<file path="src/rtl/proc_seq.sv">
// Program sequencer: replays a small instruction memory into the bus processor's
// w/F/Rx/Ry/din handshake, one instruction per Done, with a watchdog on WAIT.
module proc_seq #(
  parameter int DATA_W  = 8,
  parameter int DEPTH   = 16,
  parameter int AW      = 4,
  parameter int TIMEOUT = 8
) (
  input  logic              clk,
  input  logic              rst,
  input  logic              prog_we,
  input  logic [AW-1:0]     prog_addr,
  input  logic [6+DATA_W-1:0] prog_wdata,
  input  logic [AW:0]       prog_len,
  input  logic              start,
  input  logic              abort,
  input  logic              done_in,
  output logic              w,
  output logic [1:0]        F,
  output logic [1:0]        Rx,
  output logic [1:0]        Ry,
  output logic [DATA_W-1:0] din,
  output logic              busy,
  output logic              finished,
  output logic              err_timeout,
  output logic [AW-1:0]     pc,
  output logic [2:0]        o_dbg_state
);

  localparam int IW = 6 + DATA_W;
  localparam int TW = (TIMEOUT > 1) ? $clog2(TIMEOUT) : 1;
  localparam logic [AW:0]   DEPTH_L   = (AW+1)'(DEPTH);
  localparam logic [TW-1:0] TIMER_MAX = TW'(TIMEOUT - 1);

  typedef enum logic [2:0] {
    S_IDLE   = 3'd0,
    S_FETCH  = 3'd1,
    S_ISSUE  = 3'd2,
    S_WAIT   = 3'd3,
    S_FINISH = 3'd4,
    S_ERR    = 3'd5
  } state_t;

  state_t        r_state;
  logic [IW-1:0] r_mem [DEPTH];
  logic [IW-1:0] r_instr;
  logic [AW:0]   r_len;
  logic [TW-1:0] r_timer;
  logic          w_last;

  // Handshake: w is a one-cycle request carrying F/Rx/Ry/din; the processor
  // acknowledges with done_in, which is only honoured while in WAIT.
  assign w_last      = ({1'b0, pc} == (r_len - 1'b1));
  assign F           = r_instr[IW-1 -: 2];
  assign Rx          = r_instr[IW-3 -: 2];
  assign Ry          = r_instr[IW-5 -: 2];
  assign din         = r_instr[DATA_W-1:0];
  assign o_dbg_state = r_state;

  always_ff @(posedge clk) begin
    if (prog_we && !busy) begin
      r_mem[prog_addr] <= prog_wdata;
    end
  end

  always_ff @(posedge clk) begin
    if (!rst) begin
      r_state     <= S_IDLE;
      pc          <= '0;
      r_timer     <= '0;
      r_len       <= '0;
      r_instr     <= '0;
      w           <= 1'b0;
      busy        <= 1'b0;
      finished    <= 1'b0;
      err_timeout <= 1'b0;
    end else begin
      w        <= 1'b0;
      finished <= 1'b0;
      if (abort) begin
        r_state     <= S_IDLE;
        pc          <= '0;
        r_timer     <= '0;
        busy        <= 1'b0;
        err_timeout <= 1'b0;
      end else begin
        case (r_state)
          S_IDLE: begin
            if (start) begin
              if (prog_len == '0) begin
                // Empty program: report completion without ever looking busy.
                r_state  <= S_FINISH;
                finished <= 1'b1;
              end else begin
                r_len   <= (prog_len > DEPTH_L) ? DEPTH_L : prog_len;
                pc      <= '0;
                busy    <= 1'b1;
                r_state <= S_FETCH;
              end
            end
          end
          S_FETCH: begin
            r_instr <= r_mem[pc];
            w       <= 1'b1;
            r_state <= S_ISSUE;
          end
          S_ISSUE: begin
            r_timer <= '0;
            r_state <= S_WAIT;
          end
          S_WAIT: begin
            if (done_in) begin
              if (w_last) begin
                finished <= 1'b1;
                r_state  <= S_FINISH;
              end else begin
                pc      <= pc + 1'b1;
                r_state <= S_FETCH;
              end
            end else if (r_timer == TIMER_MAX) begin
              busy        <= 1'b0;
              err_timeout <= 1'b1;
              r_state     <= S_ERR;
            end else begin
              r_timer <= r_timer + 1'b1;
            end
          end
          S_FINISH: begin
            busy    <= 1'b0;
            r_state <= S_IDLE;
          end
          S_ERR: begin
            r_state <= S_ERR;
          end
          default: begin
            busy    <= 1'b0;
            r_state <= S_IDLE;
          end
        endcase
      end
    end
  end

endmodule

</file>
<file path="config.mk">
export PLATFORM = sky130hd
export DESIGN_NAME = proc_seq
export DESIGN_NICKNAME = d
export VERILOG_FILES = /design/src/rtl/proc_seq.sv
export SDC_FILE = /design/constraint.sdc
export NUM_CORES = 1
export LEC_CHECK = 0
export ABC_AREA = 1
export CAP_MARGIN = 20
export CELL_PAD_IN_SITES_DETAIL_PLACEMENT = 1
export CELL_PAD_IN_SITES_GLOBAL_PLACEMENT = 1
export CORE_MARGIN = 5
export CORE_UTILIZATION = 45
export CTS_CLUSTER_SIZE = 20
export DETAILED_ROUTE_END_ITERATION = 16
export PLACE_DENSITY_LB_ADDON = 0.1
export SKIP_CTS_REPAIR_TIMING = 1
export SLEW_MARGIN = 20
export SYNTH_ARGS = -nofsm -noshare
export SYNTH_HDL_FRONTEND = slang
export SYNTH_SLANG_ARGS = --single-unit
</file>
<file path="constraint.sdc">
create_clock -name clk -period 2.67 [get_ports clk]
set_input_delay 0.801 -clock clk [delete_from_list [all_inputs] [get_ports clk]]
set_output_delay 0.801 -clock clk [all_outputs]
set_load 0.05 [all_outputs]
</file>
After elaboration in Yosys (flattened, before gate mapping)
Memory sizes are Yosys's and may differ from the RTL's. A register that Yosys moved wholly into a read port is not among the register bits.
Cells that the tools add are included.

word-level totals
  bits in writable memories = 224
  output and inout port bits = 25
  ROM bits = 0
  latch bits = 0
  register bits = 19
  memories kept = 1
  input port bits = 29

operators by class
  shift-type cells = 0
  multiplexer cells = 28
  reduce and logical (&&, ||, !) cells = 16
  bitwise logic cells = 5
  add/sub/neg operators = 3
  equal/unequal tests = 14
  div/mod/pow operators = 0
  $lt $le $gt $ge = 1
  multiply operators = 0

memory list
  memory  depth  width  read ports  clocked after Yosys merged registers in  write ports  line  text
  r_mem   16     14     1           1                                        1            45    logic [IW-1:0] r_mem [DEPTH];

operators by type and width
  operator             count
  $mux 3               7
  $mux 4               4
  $pmux 3 s5           1
  $ne 2x2->1 const B   7
  $mux 1               11
  $reduce_and 5->1     2
  $pmux 4 s2           1
  $eq 3x2->1 const B   2
  $eq 3x3->1 const B   2
  $pmux 3 s2           1
  $reduce_and 3->1     2
  $eq 4x5->1           1
  $gt 5x5->1 const B   1
  $logic_not 5->1      1
  $mux 5               1
  $not 1->1            5
  $sub 5x1->5 const B  1
  $add 4x1->4 const B  1
  $reduce_and 2->1     2
  $reduce_and 4->1     1
  $reduce_bool 2->1    2
  $add 3x1->3 const B  1
  $eq 3x1->1 const B   1
  $logic_not 3->1      1
  other kinds (7)      8

Longest topological paths before layout
Gate-level depths: netlist (run 1).

  word-level depth = 5
  gate-level depth with buffers = 13
  depth with buffers taken out = 13

Worst setup path after synthesis (run 1)
OpenSTA, ideal clock, no wires.

  path type = in2reg
  from = in prog_we
  to = mem r_mem[10][0] (netlist bit), enable pin
  buffers on the path = 0
  slack = 505 ps
  data arrival time = 1,780 ps
  stages = 4
  library setup time = 384 ps
  path through = inv_1 -> nor2_1 -> nand3b_1 -> nor2_1

on the way
  longest elaborated chain between the ends = 3

ends and longest elaborated chain
  element                       line  text
  start, declared               11    input logic prog_we,
  $logic_and 1x1->1             61    if (prog_we && !busy) begin
  $mux 1                        61
  $mux 1 (implied by the code)  62    r_mem[prog_addr] <= prog_wdata;
  end, declared                 45

No other way between the ends.

Worst setup path in the final report (run 1)
  from = reg r_state[0], in the netlist o_dbg_state[0]
  to = out o_dbg_state[0]

RTL lines
  element                 line  text
  start, declared         44    state_t r_state;
  start signal, assigned  68    r_state <= S_IDLE;
  start signal, assigned  81    r_state <= S_IDLE;
  start signal, assigned  92    r_state <= S_FINISH;
  end, declared           27    output logic [2:0] o_dbg_state

No word-level cell between the ends.

==> results.tsv, run 1 <==
stage	metric	value	unit
layout	sequential cell area	7390	sq um
layout	filler-free cell count of the finished design	1290	
floorplan	Initial Utilization	45.9	%
power	maximum resistive drop on vdd	0.590	mV
detailed_routing	Pre-Repair DR Iteration Count	5	
layout	filler cell count	2343	
layout	final layout net count	988	
synthesis	part of the Yosys area used for sequential elements	70.6	%
setup_path	Buf+Inv Stages, Crit Path	1	
placed_design	placed wire-length estimate	18.7	mm
floorplan	I/O Pins	54	
synthesis	number of distinct standard cells referenced by the synthesized netlist	33	
hold_path	class of the worst hold path	flip-flop to flip-flop	
global_route	first-pass GRT wire length	44.3	mm
setup_path	slowest stage delay, CP	840	ps
setup_path	Worst EP arrival	1780	ps
floorplan	placeable core region	22800	sq um
synthesis	synthesized-area fraction occupied by and/or/nand/nor cells	12.6	%
power	pwr dens	697	nW/um^2
floorplan	height of the chip	162	um
power	static power due to leakage	4.32	nW
synthesis	most common library cells after synthesis	224 x edfxtp_1, 164 x nor2_1, 109 x o21ai_0, 69 x nand2_1, 58 x nand3_1	
synthesis	largest family of logic cells by synthesized area	simple AND/OR/NAND/NOR gates	
cts	insertion delay to the later sink of the worst-skew pair	540	ps
sta	TNS Setup	0	ps
sta	Period Utilization, post-route	96.8	%
layout	area delta synth->final	19.4	%
layout	Post-Route Utilization	54.8	%
sta	actual transition at the worst max-transition pin	677	ps
placed_design	number of port buffers	53	
global_route	largest net degree at the start of global routing	91	
floorplan	Die W	162	um
setup_path	largest driver fanout on the critical path	5	
detailed_routing	average wire per cell in the routed design	22.0	um
synthesis	Synthesis Warnings	0	
synthesis	fraction of post-synthesis cell area in the top cell type by area	64.3	%
detailed_routing	Vias/cell	5.63	
setup_path	length in cells of the worst reg-to-reg path	9	
setup_path	worst path required time	1870	ps
placed_design	final weighted congestion in routability-driven placement	0.857	
floorplan	floorplan row count	55	
detailed_routing	violation count after the first detailed-route iteration	625	
synthesis	leading cell type by number of instances after synthesis	edfxtp_1	
sta	unrepaired setup endpoints after global routing	false	
cts	CTS tree	yes	
layout	area of the multi-input gates	2630	sq um
detailed_routing	Routed WL	28.4	mm
sta	worst setup slack after layout	86.0	ps
synthesis	most area-hungry cell type in the Yosys netlist	edfxtp_1	
placed_design	cell area after placement	11600	sq um
sta	final hold violation count	0	
synthesis	cell count after synthesis	874	
global_route	via count of the first global-routing pass	7556	
floorplan	area of the die	26400	sq um
cts	maximum buffer depth of the clock tree	3	
cts	CTS H-tree lvls	1	
synthesis	XOR/XNOR Fraction of Synth Area	0.251	%
sta	worst relative slew slack	54.8	%
setup_path	launching element type of the critical path	flip-flop	
sta	Final setup viols	0	
setup_path	family with the most delay on the worst path	buffers and inverters	
synthesis	fraction of synthesized area in multiplexers	0	%
layout	number of inserted diodes	0	
placed_design	instance count after placement with tap cells included	1238	
synthesis	count of flip-flops with a built-in enable after synthesis	224	
job	count of max-cap constraint violations	0	
detailed_routing	DRC	0	
global_route	global-route usage over all layers	21.7	%
cts	CTS sink count	257	
layout	post-route cell area	12500	sq um
setup_path	slowest cell on the critical path	clkdlybuf4s50_1	
synthesis	compound-gate portion of the synthesized area	11.9	%
layout	layout cells sized above 1	11.5	%
sta	setup skew after layout	16.0	ps
setup_path	cell count along the critical path	1	
status	status	finished clean	
synthesis	post-synthesis instance area	10500	sq um
setup_path	sequence of cells on the critical path	clkdlybuf4s50_1	
synthesis	Synth Area in Adders	0.479	%
global_route	initial antenna violation count	0	
detailed_routing	antenna-violating nets left	0	
setup_path	critical path type	flip-flop to output pin	
cts	CTS clock-pin slew for the worst setup and hold paths	60	ps
synthesis	Synthesized Nets	907	
detailed_routing	Vias	7264	
sta	final max-slew violation count	0	
synthesis	fraction of synthesis flops using an asynchronous set or reset pin	0	%
synthesis	predominant post-synthesis flop cell	edfxtp_1	
hold_path	Hold Path Depth	2	
sta	Period minus WS final	2580	ps
setup_path	endpoint kind of the worst setup timing path	output pin	
cts	cell at the root of the clock tree	clkbuf_16	
cts	Num CTS Buffers	28	
global_route	overflow left after global routing	0	
placed_design	post-placement setup slack	138	ps
synthesis	cells taking the most area after synthesis	edfxtp_1 64%, dfxtp_1 6.3%, nor2_1 5.9%, o21ai_0 5.2%, nand3_1 2.8%	
sta	maximum operating frequency	0.387	GHz
synthesis	Avg Inst Size Synth	12.0	sq um
synthesis	Yosys reg bits	257	
[path summary, 6_finish.rpt]
| path | to | from | slack, ps |
|---|---|---|---|
| setup / recovery | o_dbg_state[0] | o_dbg_state[0] | 90 |
| hold / removal | r_timer[2] | r_timer[2] | 480 |
| setup reg to reg | r_instr[6] | pc[1] | 630 |
| hold reg to reg | r_timer[2] | r_timer[2] | 480 |
[per-layer routing]
metal	routed length [um]	GRT usage (%)
met4	412	4.61
met5	0	0
met2	13500	35.4
met3	2320	4.68
met1	12200	30.1
[placed cells by master, fill, tap and decap left out, drive strengths merged, types with 2 or more instances in the layout]
| cell type | Yosys | routed |
|---|---|---|
| a21oi | 22 | 22 |
| buf | 31 | 52 |
| bufinv | 0 | 3 |
| clkbuf | 20 | 40 |
| clkdlybuf4s50 | 0 | 50 |
| clkinv | 0 | 7 |
| clkinvlp | 0 | 2 |
| dfxtp | 33 | 33 |
| edfxtp | 224 | 224 |
| ha | 4 | 4 |
| inv | 45 | 45 |
| nand2 | 69 | 69 |
| nand3 | 60 | 60 |
| nand3b | 2 | 2 |
| nand4 | 7 | 7 |
| nor2 | 168 | 168 |
| nor3 | 2 | 2 |
| o211ai | 24 | 24 |
| o21a | 8 | 8 |
| o21ai | 117 | 117 |
| o221ai | 32 | 32 |
| xnor2 | 2 | 2 |
[layout make-up]
type	instances	share of cell area, %
flip-flops and latches	257	59.2
clock inverters	12	1.13
well taps	313	3.14
clock buffers	40	6.38
repair buffers	102	7.73
multi-input cells	521	21.1
inverters	45	1.35
[where the power goes]
group	switching [W]	internal [W]	leakage, nW
clock	0.00154	0.00236	0.454
combinational	0.000245	0.000119	1.58
sequential	0.0000214	0.00442	2.29
total	0.00180	0.00690	4.32
[registers in the layout, summed over array words and instances, names as in the netlist, 3 cells and up]
| name | count |
|---|---|
| o_dbg_state | 3 |
| pc | 4 |
| r_instr | 14 |
| r_len | 5 |
| r_mem | 224 |
| r_timer | 3 |
[kinds of logic (layout without fill, tap and decap cells)]
| logic type | Yosys count | after routing |
|---|---|---|
| simple gates | 309 | 309 |
| flops | 257 | 257 |
| compound gates | 205 | 205 |
| buf+inv | 96 | 199 |
| fa+ha+maj | 4 | 4 |
| xor+xnor | 3 | 3 |
[per-stage QoR]
| stage | hold WS (ps) | total power, W |
|---|---|---|
| finish | 476 | 0.00870 |
| global route | 507 | 0.00901 |
| CTS | 480 | 0.00876 |
| detailed placement | 472 | 0.00489 |
| global placement | 455 | 0.00488 |
| floorplan | 443 | 0.00468 |
(Power assumes the default switching activity.)
==> inputs of run 2 (changes only) <==
- PLACE_DENSITY_LB_ADDON: 0.1 -> 0.12
==> results.tsv, run 2 (same netlist as run 1, synthesis figures left out) <==
stage	metric	value	unit	change
placed_design	final weighted congestion in routability-driven placement	0.890		was 0.857
setup_path	endpoint kind of the worst setup timing path	output pin		unchanged
job	count of max-cap constraint violations	0		unchanged
setup_path	launching element type of the critical path	flip-flop		unchanged
layout	leading cell types in the layout, fill and taps excluded	224 x edfxtp_1, 164 x nor2_1, 109 x o21ai_0, 69 x nand2_1, 58 x nand3_1		unchanged
setup_path	critical path type	flip-flop to output pin		unchanged
layout	largest registers	r_mem: 224 flops, r_instr: 14 flops, r_len: 5 flops		unchanged
global_route	initial antenna violation count	1		was 0
global_route	largest net degree at the start of global routing	115		was 91
layout	most common cell after layout, fill and taps aside	edfxtp_1		unchanged
layout	final layout net count	992		was 988
sta	TNS Setup	0	ps	unchanged
floorplan	Die W	162	um	unchanged
detailed_routing	Vias	7288		was 7264
layout	filler-free cell count of the finished design	1293		was 1290
detailed_routing	Routed WL	29.0	mm	was 28.4 mm
sta	worst relative slew slack	65.3	%	was 54.8%
cts	CTS tree	yes		unchanged
sta	final hold violation count	0		unchanged
sta	final max-slew violation count	0		unchanged
cts	insertion delay to the later sink of the worst-skew pair	550	ps	was 540 ps
floorplan	floorplan row count	55		unchanged
layout	number of flip-flops in the largest register	224		unchanged
power	maximum resistive drop on vdd	0.529	mV	was 0.590 mV
power	pwr dens	685	nW/um^2	was 697 nW/um^2
layout	largest reg by FF count	r_mem		unchanged
cts	maximum buffer depth of the clock tree	3		unchanged
setup_path	largest driver fanout on the critical path	5		unchanged
power	switching power of the nets	0.00182	W	was 0.00180 W
floorplan	placeable core region	22800	sq um	unchanged
detailed_routing	average wire per cell in the routed design	22.4	um	was 22.0 um
sta	Period minus WS final	2580	ps	about the same
floorplan	height of the chip	162	um	unchanged
cts	Num CTS Buffers	28		unchanged
setup_path	sequence of cells on the critical path	clkdlybuf4s50_1		unchanged
layout	area delta synth->final	19.5	%	was 19.4%
global_route	first-pass GRT wire length	44.7	mm	was 44.3 mm
cts	CTS clock-pin slew for the worst setup and hold paths	60	ps	about the same
cts	CTS H-tree lvls	1		unchanged
cts	cell at the root of the clock tree	clkbuf_16		unchanged
setup_path	Worst EP arrival	1780	ps	about the same
placed_design	placed wire-length estimate	18.7	mm	about the same
power	part of the total power dissipated in combinational logic	4.3	%	was 4.2%
power	static power due to leakage	4.33	nW	was 4.32 nW
power	internal cell power	0.00675	W	was 0.00690 W
floorplan	Initial Utilization	45.9	%	unchanged
placed_design	number of port buffers	53		unchanged
power	sequential cell fraction of total power	51.9	%	was 51.0%
detailed_routing	antenna-violating nets left	0		unchanged
sta	Period Utilization, post-route	96.5	%	was 96.8%
layout	number of inserted diodes	0		unchanged
detailed_routing	Vias/cell	5.64		was 5.63
placed_design	instance count after placement with tap cells included	1242		was 1238
placed_design	post-placement setup slack	114	ps	was 138 ps
cts	CTS sink count	257		unchanged
layout	layout cells sized above 1	12.0	%	was 11.5%
sta	Final setup viols	0		unchanged
detailed_routing	Pre-Repair DR Iteration Count	5		unchanged
power	overall power consumption	0.00857	W	was 0.00870 W
sta	unrepaired setup endpoints after global routing	false		unchanged
detailed_routing	violation count after the first detailed-route iteration	634		was 625
status	status	finished clean		unchanged
setup_path	family with the most delay on the worst path	buffers and inverters		unchanged
global_route	via count of the first global-routing pass	7735		was 7556
sta	maximum operating frequency	0.388	GHz	was 0.387 GHz
power	sw frac	21.2	%	was 20.7%
global_route	global-route usage over all layers	21.9	%	was 21.7%
sta	actual transition at the worst max-transition pin	518	ps	was 677 ps
setup_path	slowest cell on the critical path	clkdlybuf4s50_1		unchanged
global_route	overflow left after global routing	0		unchanged
hold_path	class of the worst hold path	flip-flop to flip-flop		unchanged
sta	worst setup slack after layout	92.7	ps	was 86.0 ps
setup_path	slowest stage delay, CP	840	ps	about the same
detailed_routing	DRC	0		unchanged
power	Clk network pwr share	43.8	%	was 44.8%
setup_path	worst path required time	1870	ps	about the same
floorplan	I/O Pins	54		unchanged
sta	setup skew after layout	15.0	ps	was 16.0 ps
floorplan	area of the die	26400	sq um	unchanged
setup_path	Buf+Inv Stages, Crit Path	1		unchanged
==> run 2: layout make-up <==
class / instances / area (sq um)
sequential: 257 / 7390
tap: 313 / 392
clock inverter: 21 / 195
clock buffer: 30 / 708
inverter: 45 / 169
multi-input combinational: 521 / 2630
fill: 2315 / 10300
timing repair buffer: 106 / 1010
==> run 2: power by group through the flow <==
stage / sequential (W) / clock (W) / combinational (W)
3_3_place_gp: 0.00452 / 0 / 0.000357
6_report: 0.00444 / 0.00376 / 0.000368
2_1_floorplan: 0.00456 / 0 / 0.000115
4_1_cts: 0.00444 / 0.00383 / 0.000369
5_1_grt: 0.00444 / 0.00403 / 0.000397
3_5_place_dp: 0.00453 / 0 / 0.000367
==> run 2: path summary, 6_finish.rpt <==
| check | cells after the start | slack, ps | startpoint | end |
|---|---|---|---|---|
| max reg2reg | 8 | 610 | pc[0] | r_instr[7] |
| max | 1 | 90 | o_dbg_state[0] | o_dbg_state[0] |
| min | 2 | 480 | r_timer[1] | r_timer[1] |
| min reg2reg | 2 | 480 | r_timer[1] | r_timer[1] |
==> run 2: metal layers <==
layer	global-route usage, %	vias up	wire (um)
met4	6.04	0	860
met2	38.3	213	14400
met3	2.99	56	1490
met1	28.7	3681	12300
li1	-	3338	-
met5	0	-	0
==> run 2: per-stage QoR <==
step / area, sq um / hold WS [ps] / util, %
6_report: 12500 / 478 / 54.9
5_1_grt: 12500 / 502 / 54.9
4_1_cts: 12500 / 487 / 54.9
3_5_place_dp: 11600 / 474 / 50.9
3_3_place_gp: 11600 / 459 / 50.9
2_1_floorplan: 10500 / 443 / -
